**config.mk**
```make
export PLATFORM = sky130hd
export DESIGN_NAME = inemo_spi_serf
export DESIGN_NICKNAME = d
export VERILOG_FILES = /design/src/rtl/inemo_spi_serf.sv
export SDC_FILE = /design/constraint.sdc
export NUM_CORES = 1
export LEC_CHECK = 0
export CAP_MARGIN = 20
export CORE_MARGIN = 2
export CORE_UTILIZATION = 56
export DETAILED_ROUTE_END_ITERATION = 7
export PLACE_DENSITY = 0.83
export SETUP_SLACK_MARGIN = 0.15
export SYNTH_ARGS = -nofsm -noshare
export SYNTH_HDL_FRONTEND = slang
export SYNTH_SLANG_ARGS = --single-unit
```
**constraint.sdc**
```tcl
create_clock -name clk -period 2.25 [get_ports clk]
set_input_delay 0.45 -clock clk [delete_from_list [all_inputs] [get_ports clk]]
set_output_delay 0.45 -clock clk [all_outputs]
set_load 0.01 [all_outputs]
```
**src/rtl/inemo_spi_serf.sv**
```systemverilog
// SPI mode-3 responder emulating the inertial sensor: command decode, small register
// file, coherent sample snapshot and data-ready interrupt.
//   state | meaning
//   IDLE  | waiting for SS_n fall
//   CMD   | shifting R/W + address (rises 1..8)
//   DATA  | shifting data byte in/out (rises 9..16), extra rises ignored
module inemo_spi_serf #(
  parameter logic [7:0] WHO_AM_I = 8'h6A
) (
  input  logic        clk,
  input  logic        rst_n,
  input  logic        SS_n,
  input  logic        SCLK,
  input  logic        MOSI,
  output logic        MISO,
  output logic        INT,
  input  logic        data_rdy,
  input  logic [15:0] ptch,
  input  logic [15:0] roll,
  input  logic [15:0] yaw,
  input  logic [15:0] ax,
  input  logic [15:0] ay,
  output logic        setup_done
);

  typedef enum logic [1:0] {IDLE, CMD, DATA} state_t;

  logic ss_s1_q, ss_s2_q, ss_s3_q;
  logic sclk_s1_q, sclk_s2_q, sclk_s3_q;
  logic mosi_s1_q, mosi_s2_q;

  // SS_n sync resets low so a select already asserted at reset release is not seen
  // as a fresh fall; the partial frame is ignored until the next real fall.
  always_ff @(posedge clk or negedge rst_n) begin
    if (!rst_n) begin
      ss_s1_q   <= 1'b0;
      ss_s2_q   <= 1'b0;
      ss_s3_q   <= 1'b0;
      sclk_s1_q <= 1'b1;
      sclk_s2_q <= 1'b1;
      sclk_s3_q <= 1'b1;
      mosi_s1_q <= 1'b0;
      mosi_s2_q <= 1'b0;
    end else begin
      ss_s1_q   <= SS_n;
      ss_s2_q   <= ss_s1_q;
      ss_s3_q   <= ss_s2_q;
      sclk_s1_q <= SCLK;
      sclk_s2_q <= sclk_s1_q;
      sclk_s3_q <= sclk_s2_q;
      mosi_s1_q <= MOSI;
      mosi_s2_q <= mosi_s1_q;
    end
  end

  logic ss_fall, ss_rise, sclk_rise, sclk_fall;
  assign ss_fall   = ~ss_s2_q & ss_s3_q;
  assign ss_rise   = ss_s2_q & ~ss_s3_q;
  assign sclk_rise = sclk_s2_q & ~sclk_s3_q;
  assign sclk_fall = ~sclk_s2_q & sclk_s3_q;

  state_t      state_q, state_d;
  logic [3:0]  cnt_q, cnt_d;
  logic [7:0]  shft_q, shft_d;
  logic        rw_q, rw_d;
  logic [6:0]  addr_q, addr_d;
  logic [7:0]  tx_q, tx_d;
  logic        miso_q, miso_d;
  logic        done_q, done_d;
  logic        wr_en_q, wr_en_d;
  logic [7:0]  wr_data_q, wr_data_d;
  logic [7:0]  int1_ctrl_q, int1_ctrl_d;
  logic [7:0]  ctrl1_xl_q, ctrl1_xl_d;
  logic [7:0]  ctrl2_g_q, ctrl2_g_d;
  logic [7:0]  ctrl3_c_q, ctrl3_c_d;
  logic [15:0] ptch_q, ptch_d, roll_q, roll_d, yaw_q, yaw_d, ax_q, ax_d, ay_q, ay_d;
  logic        pend_q, pend_d;
  logic        int_q, int_d;
  logic        setup_done_q, setup_done_d;

  logic [7:0] shift_byte;
  logic [7:0] rd_byte;
  logic       latch;
  logic       int_clr;

  assign shift_byte = {shft_q[6:0], mosi_s2_q};

  always_comb begin
    rd_byte = 8'h00;
    case (shift_byte[6:0])
      7'h0D: rd_byte = int1_ctrl_q;
      7'h0F: rd_byte = WHO_AM_I;
      7'h10: rd_byte = ctrl1_xl_q;
      7'h11: rd_byte = ctrl2_g_q;
      7'h14: rd_byte = ctrl3_c_q;
      7'h22: rd_byte = ptch_q[7:0];
      7'h23: rd_byte = ptch_q[15:8];
      7'h24: rd_byte = roll_q[7:0];
      7'h25: rd_byte = roll_q[15:8];
      7'h26: rd_byte = yaw_q[7:0];
      7'h27: rd_byte = yaw_q[15:8];
      7'h28: rd_byte = ax_q[7:0];
      7'h29: rd_byte = ax_q[15:8];
      7'h2A: rd_byte = ay_q[7:0];
      7'h2B: rd_byte = ay_q[15:8];
      default: rd_byte = 8'h00;
    endcase
  end

  always_comb begin
    state_d   = state_q;
    cnt_d     = cnt_q;
    shft_d    = shft_q;
    rw_d      = rw_q;
    addr_d    = addr_q;
    tx_d      = tx_q;
    miso_d    = miso_q;
    done_d    = done_q;
    wr_en_d   = 1'b0;
    wr_data_d = wr_data_q;
    int_clr   = 1'b0;
    if (ss_rise) begin
      state_d = IDLE;
      miso_d  = 1'b0;
      done_d  = 1'b0;
      int_clr = done_q & rw_q & (addr_q == 7'h27);
    end else begin
      case (state_q)
        IDLE: begin
          miso_d = 1'b0;
          if (ss_fall) begin
            cnt_d   = 4'd0;
            done_d  = 1'b0;
            state_d = CMD;
          end
        end
        CMD: begin
          if (sclk_rise) begin
            shft_d = shift_byte;
            cnt_d  = cnt_q + 4'd1;
            if (cnt_q == 4'd7) begin
              rw_d    = shift_byte[7];
              addr_d  = shift_byte[6:0];
              tx_d    = shift_byte[7] ? rd_byte : 8'h00;
              state_d = DATA;
            end
          end
        end
        DATA: begin
          if (sclk_fall) begin
            miso_d = tx_q[7];
            tx_d   = {tx_q[6:0], 1'b0};
          end
          if (sclk_rise && !done_q) begin
            shft_d = shift_byte;
            cnt_d  = cnt_q + 4'd1;
            if (cnt_q == 4'd15) begin
              done_d    = 1'b1;
              wr_en_d   = ~rw_q;
              wr_data_d = shift_byte;
            end
          end
        end
        default: state_d = IDLE;
      endcase
    end
  end

  always_comb begin
    int1_ctrl_d  = int1_ctrl_q;
    ctrl1_xl_d   = ctrl1_xl_q;
    ctrl2_g_d    = ctrl2_g_q;
    ctrl3_c_d    = ctrl3_c_q;
    setup_done_d = setup_done_q;
    if (wr_en_q) begin
      case (addr_q)
        7'h0D: begin
          int1_ctrl_d = wr_data_q;
          if (wr_data_q[1]) setup_done_d = 1'b1;
        end
        7'h10: ctrl1_xl_d = wr_data_q;
        7'h11: ctrl2_g_d  = wr_data_q;
        7'h14: ctrl3_c_d  = wr_data_q;
        default: ;
      endcase
    end
  end

  // Samples arriving mid-transaction are deferred to SS_n rise so L/H reads stay coherent.
  always_comb begin
    latch  = (data_rdy & ss_s2_q) | (pend_q & ss_rise);
    pend_d = pend_q;
    if (data_rdy && !ss_s2_q) pend_d = 1'b1;
    else if (pend_q && ss_rise) pend_d = 1'b0;
    ptch_d = latch ? ptch : ptch_q;
    roll_d = latch ? roll : roll_q;
    yaw_d  = latch ? yaw  : yaw_q;
    ax_d   = latch ? ax   : ax_q;
    ay_d   = latch ? ay   : ay_q;
    int_d  = int_q;
    if (int_clr) int_d = 1'b0;
    if (latch && int1_ctrl_q[1]) int_d = 1'b1;
  end

  always_ff @(posedge clk or negedge rst_n) begin
    if (!rst_n) begin
      state_q      <= IDLE;
      cnt_q        <= 4'd0;
      shft_q       <= 8'h00;
      rw_q         <= 1'b0;
      addr_q       <= 7'h00;
      tx_q         <= 8'h00;
      miso_q       <= 1'b0;
      done_q       <= 1'b0;
      wr_en_q      <= 1'b0;
      wr_data_q    <= 8'h00;
      int1_ctrl_q  <= 8'h00;
      ctrl1_xl_q   <= 8'h00;
      ctrl2_g_q    <= 8'h00;
      ctrl3_c_q    <= 8'h00;
      ptch_q       <= 16'h0000;
      roll_q       <= 16'h0000;
      yaw_q        <= 16'h0000;
      ax_q         <= 16'h0000;
      ay_q         <= 16'h0000;
      pend_q       <= 1'b0;
      int_q        <= 1'b0;
      setup_done_q <= 1'b0;
    end else begin
      state_q      <= state_d;
      cnt_q        <= cnt_d;
      shft_q       <= shft_d;
      rw_q         <= rw_d;
      addr_q       <= addr_d;
      tx_q         <= tx_d;
      miso_q       <= miso_d;
      done_q       <= done_d;
      wr_en_q      <= wr_en_d;
      wr_data_q    <= wr_data_d;
      int1_ctrl_q  <= int1_ctrl_d;
      ctrl1_xl_q   <= ctrl1_xl_d;
      ctrl2_g_q    <= ctrl2_g_d;
      ctrl3_c_q    <= ctrl3_c_d;
      ptch_q       <= ptch_d;
      roll_q       <= roll_d;
      yaw_q        <= yaw_d;
      ax_q         <= ax_d;
      ay_q         <= ay_d;
      pend_q       <= pend_d;
      int_q        <= int_d;
      setup_done_q <= setup_done_d;
    end
  end

  assign MISO       = miso_q;
  assign INT        = int_q;
  assign setup_done = setup_done_q;

endmodule

```
==> flow_metrics.py <==
metrics = {
    "run_status": {
        "status": "complete, no violations",
    },
    "grt": {
        "grtUsageTotal_pct": 28.4,
        "grt_pass1_wl_um": 31400,
        "grt_pass1_vias": 5902,
        "grt_max_degree": 56,
        "grt_busiest_layer": "met2",
        "grt_use_met2_pct": 48.7,
        "grt.met3_usage_pct": 5.87,
        "grt_util_met1_pct": 35.8,
        "antenna_found_initial": 0,
        "gr-total-overflow": 0,
    },
    "clock_network": {
        "cts_sinks": 163,
        "clock_latency_ns": 0.43,
        "cts_buffer_depth": 2,
        "cts_htree_levels": 4,
        "post_cts_buffers": 0,
        "tritoncts": "done",
        "cts-root-buf": "clkbuf_16",
        "cts_buffers": 17,
        "clkTransAtPathRegs_ns": 0.06,
    },
    "route": {
        "via_per_inst": 6.08,
        "dr.pass1.iters": 5,
        "detail-route-antenna-nets": 0,
        "drt_iter0_markers": 478,
        "drt_wl_total_um": 19700,
        "routedWlPerCell_um": 21.7,
        "num_vias": 5495,
        "route.detailed.drc": 0,
    },
    "pwr": {
        "irDropWorstVdd_mv": 0.643,
        "p_int_uw": 6200,
        "p_leak_uw": 0.00419,
        "switching_share_pct": 30.2,
        "clkPwrFrac_pct": 34.2,
        "p_switching_uw": 2690,
        "pwr-share-comb_pct": 24.6,
        "p_per_area_nw_per_um2": 919,
        "seqPwrFrac_pct": 41.2,
    },
    "logic_synthesis": {
        "synthTopCellsByArea": "dfrtp_1 52%, mux2_2 20%, mux2i_1 2.1%, nand3_1 1.8%, mux2_4 1.6%",
        "syn_inst": 604,
        "synth.distinct_cells": 64,
        "ys_ff_latch": 163,
        "syn-num-nets": 697,
        "avgSynthCellArea_sq_um": 12.8,
        "synth-async-reset-ratio_pct": 100,
        "synth_ff_type": "dfrtp_1",
        "synth_top_area_share_pct": 51.9,
        "seq_area_frac_synth_pct": 52.9,
        "syn_area_sq_um": 7720,
        "yosysWarnings": 0,
        "yosysTopAreaCell": "dfrtp_1",
        "synth-edff-count": 0,
    },
    "setup_path": {
        "worstPathRequired_ns": 2.60,
        "critPathMaxFanout": 8,
        "end_kind": "flop",
        "worstPathArrival_ns": 2.39,
        "start_kind": "flop",
        "critical_path_class": "flop to flop",
    },
    "sta": {
        "max_clock_freq_mhz": 488,
        "maxSlewViolCount": 0,
        "setup_viol": 0,
        "slew_headroom_pct": 61.1,
        "rsz0062_at_grt": "true",
        "worst-slew-pin-transition_ns": 0.582,
        "min_period_ns": 2.05,
        "tns_ns": 0,
        "hold_viol": 0,
        "fin_skew_ns": 0.00865,
        "fin_crit_sh_pct": 91.0,
    },
    "finish": {
        "drive_gt1_share_pct": 33.2,
        "fillCellCount": 895,
        "layout.nets": 808,
        "n_antenna_cell": 0,
        "post-route-util_pct": 72.4,
        "fin_cells": 904,
        "fin_area_sq_um": 9670,
        "area_growth_pct": 25.3,
    },
    "place": {
        "routabilityCongestion": 0.907,
        "dp_hpwl_um": 13900,
        "place_area_sq_um": 9000,
        "dpl.cell_count": 871,
        "port_buffers": 88,
    },
    "die": {
        "die_h_um": 121,
        "core_sq_um": 13300,
        "start_util_pct": 57.8,
        "rows": 42,
        "die_w_um": 121,
        "die_area_sq_um": 14700,
        "io-pin-count": 89,
    },
    "worst_hold_path": {
        "hp-class": "flop to flop",
    },
    "flow_run": {
        "max-cap-violations": 0,
    },
}
-- logic make-up after synthesis --
group | Yosys count | synth area share [%]
mux | 162 | 24.1
compound gates | 91 | 8.04
buf+inv | 47 | 3.15
simple gates | 134 | 10.7
fa+ha+maj | 7 | 1.14
flops | 163 | 52.9
-- per-layer routing --
metal / vias up / share of wire (%)
li1: 2474 / -
met3: 46 / 5.4
met4: 0 / 2.3
met1: 2777 / 41
met5: - / 0
met2: 198 / 51
-- layout make-up --
cell class,instances,area (sq um),share of cell area [%]
Sequential cell,163,4090,42.3
Multi-Input combinational cell,394,3420,35.3
Timing Repair Buffer,128,1270,13.2
Clock buffer,21,480,4.97
Tap cell,176,220,2.28
Clock inverter,11,151,1.57
Inverter,11,41.3,0.427
-- power groups by stage --
stage               combinational, uW  clock [uW]  sequential [uW]
detailed placement               2100           0             3690
finish                           2180        3040             3660
floorplan                        1420           0             3460
global route                     2340        3190             3700
CTS                              2140        3060             3640
global placement                 2030           0             3670
-- critical path, cell delays in order (launching register included) --
cell and delay [ns]:
dfrtp_1 0.41, inv_1 0.08, ha_1 0.39, inv_1 0.11
a211oi_1 0.30, nor2b_2 0.28, o2111ai_4 0.20, o21ai_1 0.20
-- state kept, by name, summed over array words and instances, names as in the netlist, 2 cells and up --
register and flops:
tx_q 8, ctrl2_g_q 8, int1_ctrl_q 8, addr_q 7, wr_data_q 8, ay_q 16
roll_q 16, ptch_q 16, ctrl3_c_q 8, ctrl1_xl_q 8, yaw_q 16, state_q 2
cnt_q 4, ax_q 16, shft_q 7
-- per-stage QoR --
step                worst slack, ns  power [uW]  hold slack, ns
floorplan                     0.434        4880           0.154
global placement              0.235        5700           0.333
detailed placement            0.172        5790           0.340
CTS                           0.167        8850           0.354
global route                 0.0829        9230           0.366
finish                        0.203        8890           0.352
-- cells in the mapped netlist (all sizes together) (8+ instances only) --
| cell type | n |
|---|---|
| dfrtp | 160 |
| mux2 | 144 |
| buf | 31 |
| nand3 | 27 |
| nand2 | 25 |
| o21ai | 25 |
| nand4 | 18 |
| mux2i | 16 |
| a22oi | 14 |
| a21oi | 12 |
| nor2 | 12 |
| inv | 11 |
| nor2b | 10 |
| a31oi | 8 |
| nor3 | 8 |
-- cell usage in the layout (no fill, tap or decap), drive strengths merged, types with 3 or more instances in the layout --
master,count
nor4b,3
nand4b,3
bufinv,3
o21ai,25
o2111ai,3
buf,40
and3,3
clkbuf,21
nor4,5
clkdlybuf4s50,87
dfstp,3
nand2b,4
a31oi,8
clkinv,7
nor2,12
nand2,25
o211ai,5
inv,11
dfrtp,160
and4b,3
nand3,27
ha,7
mux2i,16
a211oi,3
nand4,18
a21oi,12
o22ai,3
nor3,8
nor2b,10
a22oi,14
mux2,144
-- final timing paths --
path,to,from,slack [ns],cells past startpoint
worst min-delay path,mosi_s2_q,mosi_s1_q,0.35,0
min in group asynchronous,state_q[1],rst_n,0.54,2
worst min register to register,mosi_s2_q,mosi_s1_q,0.35,0
worst max register to register,tx_q[2],state_q[1],0.20,7
max in group asynchronous,shft_q[4],rst_n,1.02,3
worst max-delay path,tx_q[2],state_q[1],0.20,7
-- what timing repair did --
| item | CTS | global route |
|---|---|---|
| hold buffers | 1 | 0 |
| setup endpoints to repair | 3 | 14 |
| endpoints found under the hold margin | 40 | 0 |
| gates cloned | 0 | 0 |
| resized for setup | 1 | 6 |
No activity file was read; power rests on OpenSTA's default activity.
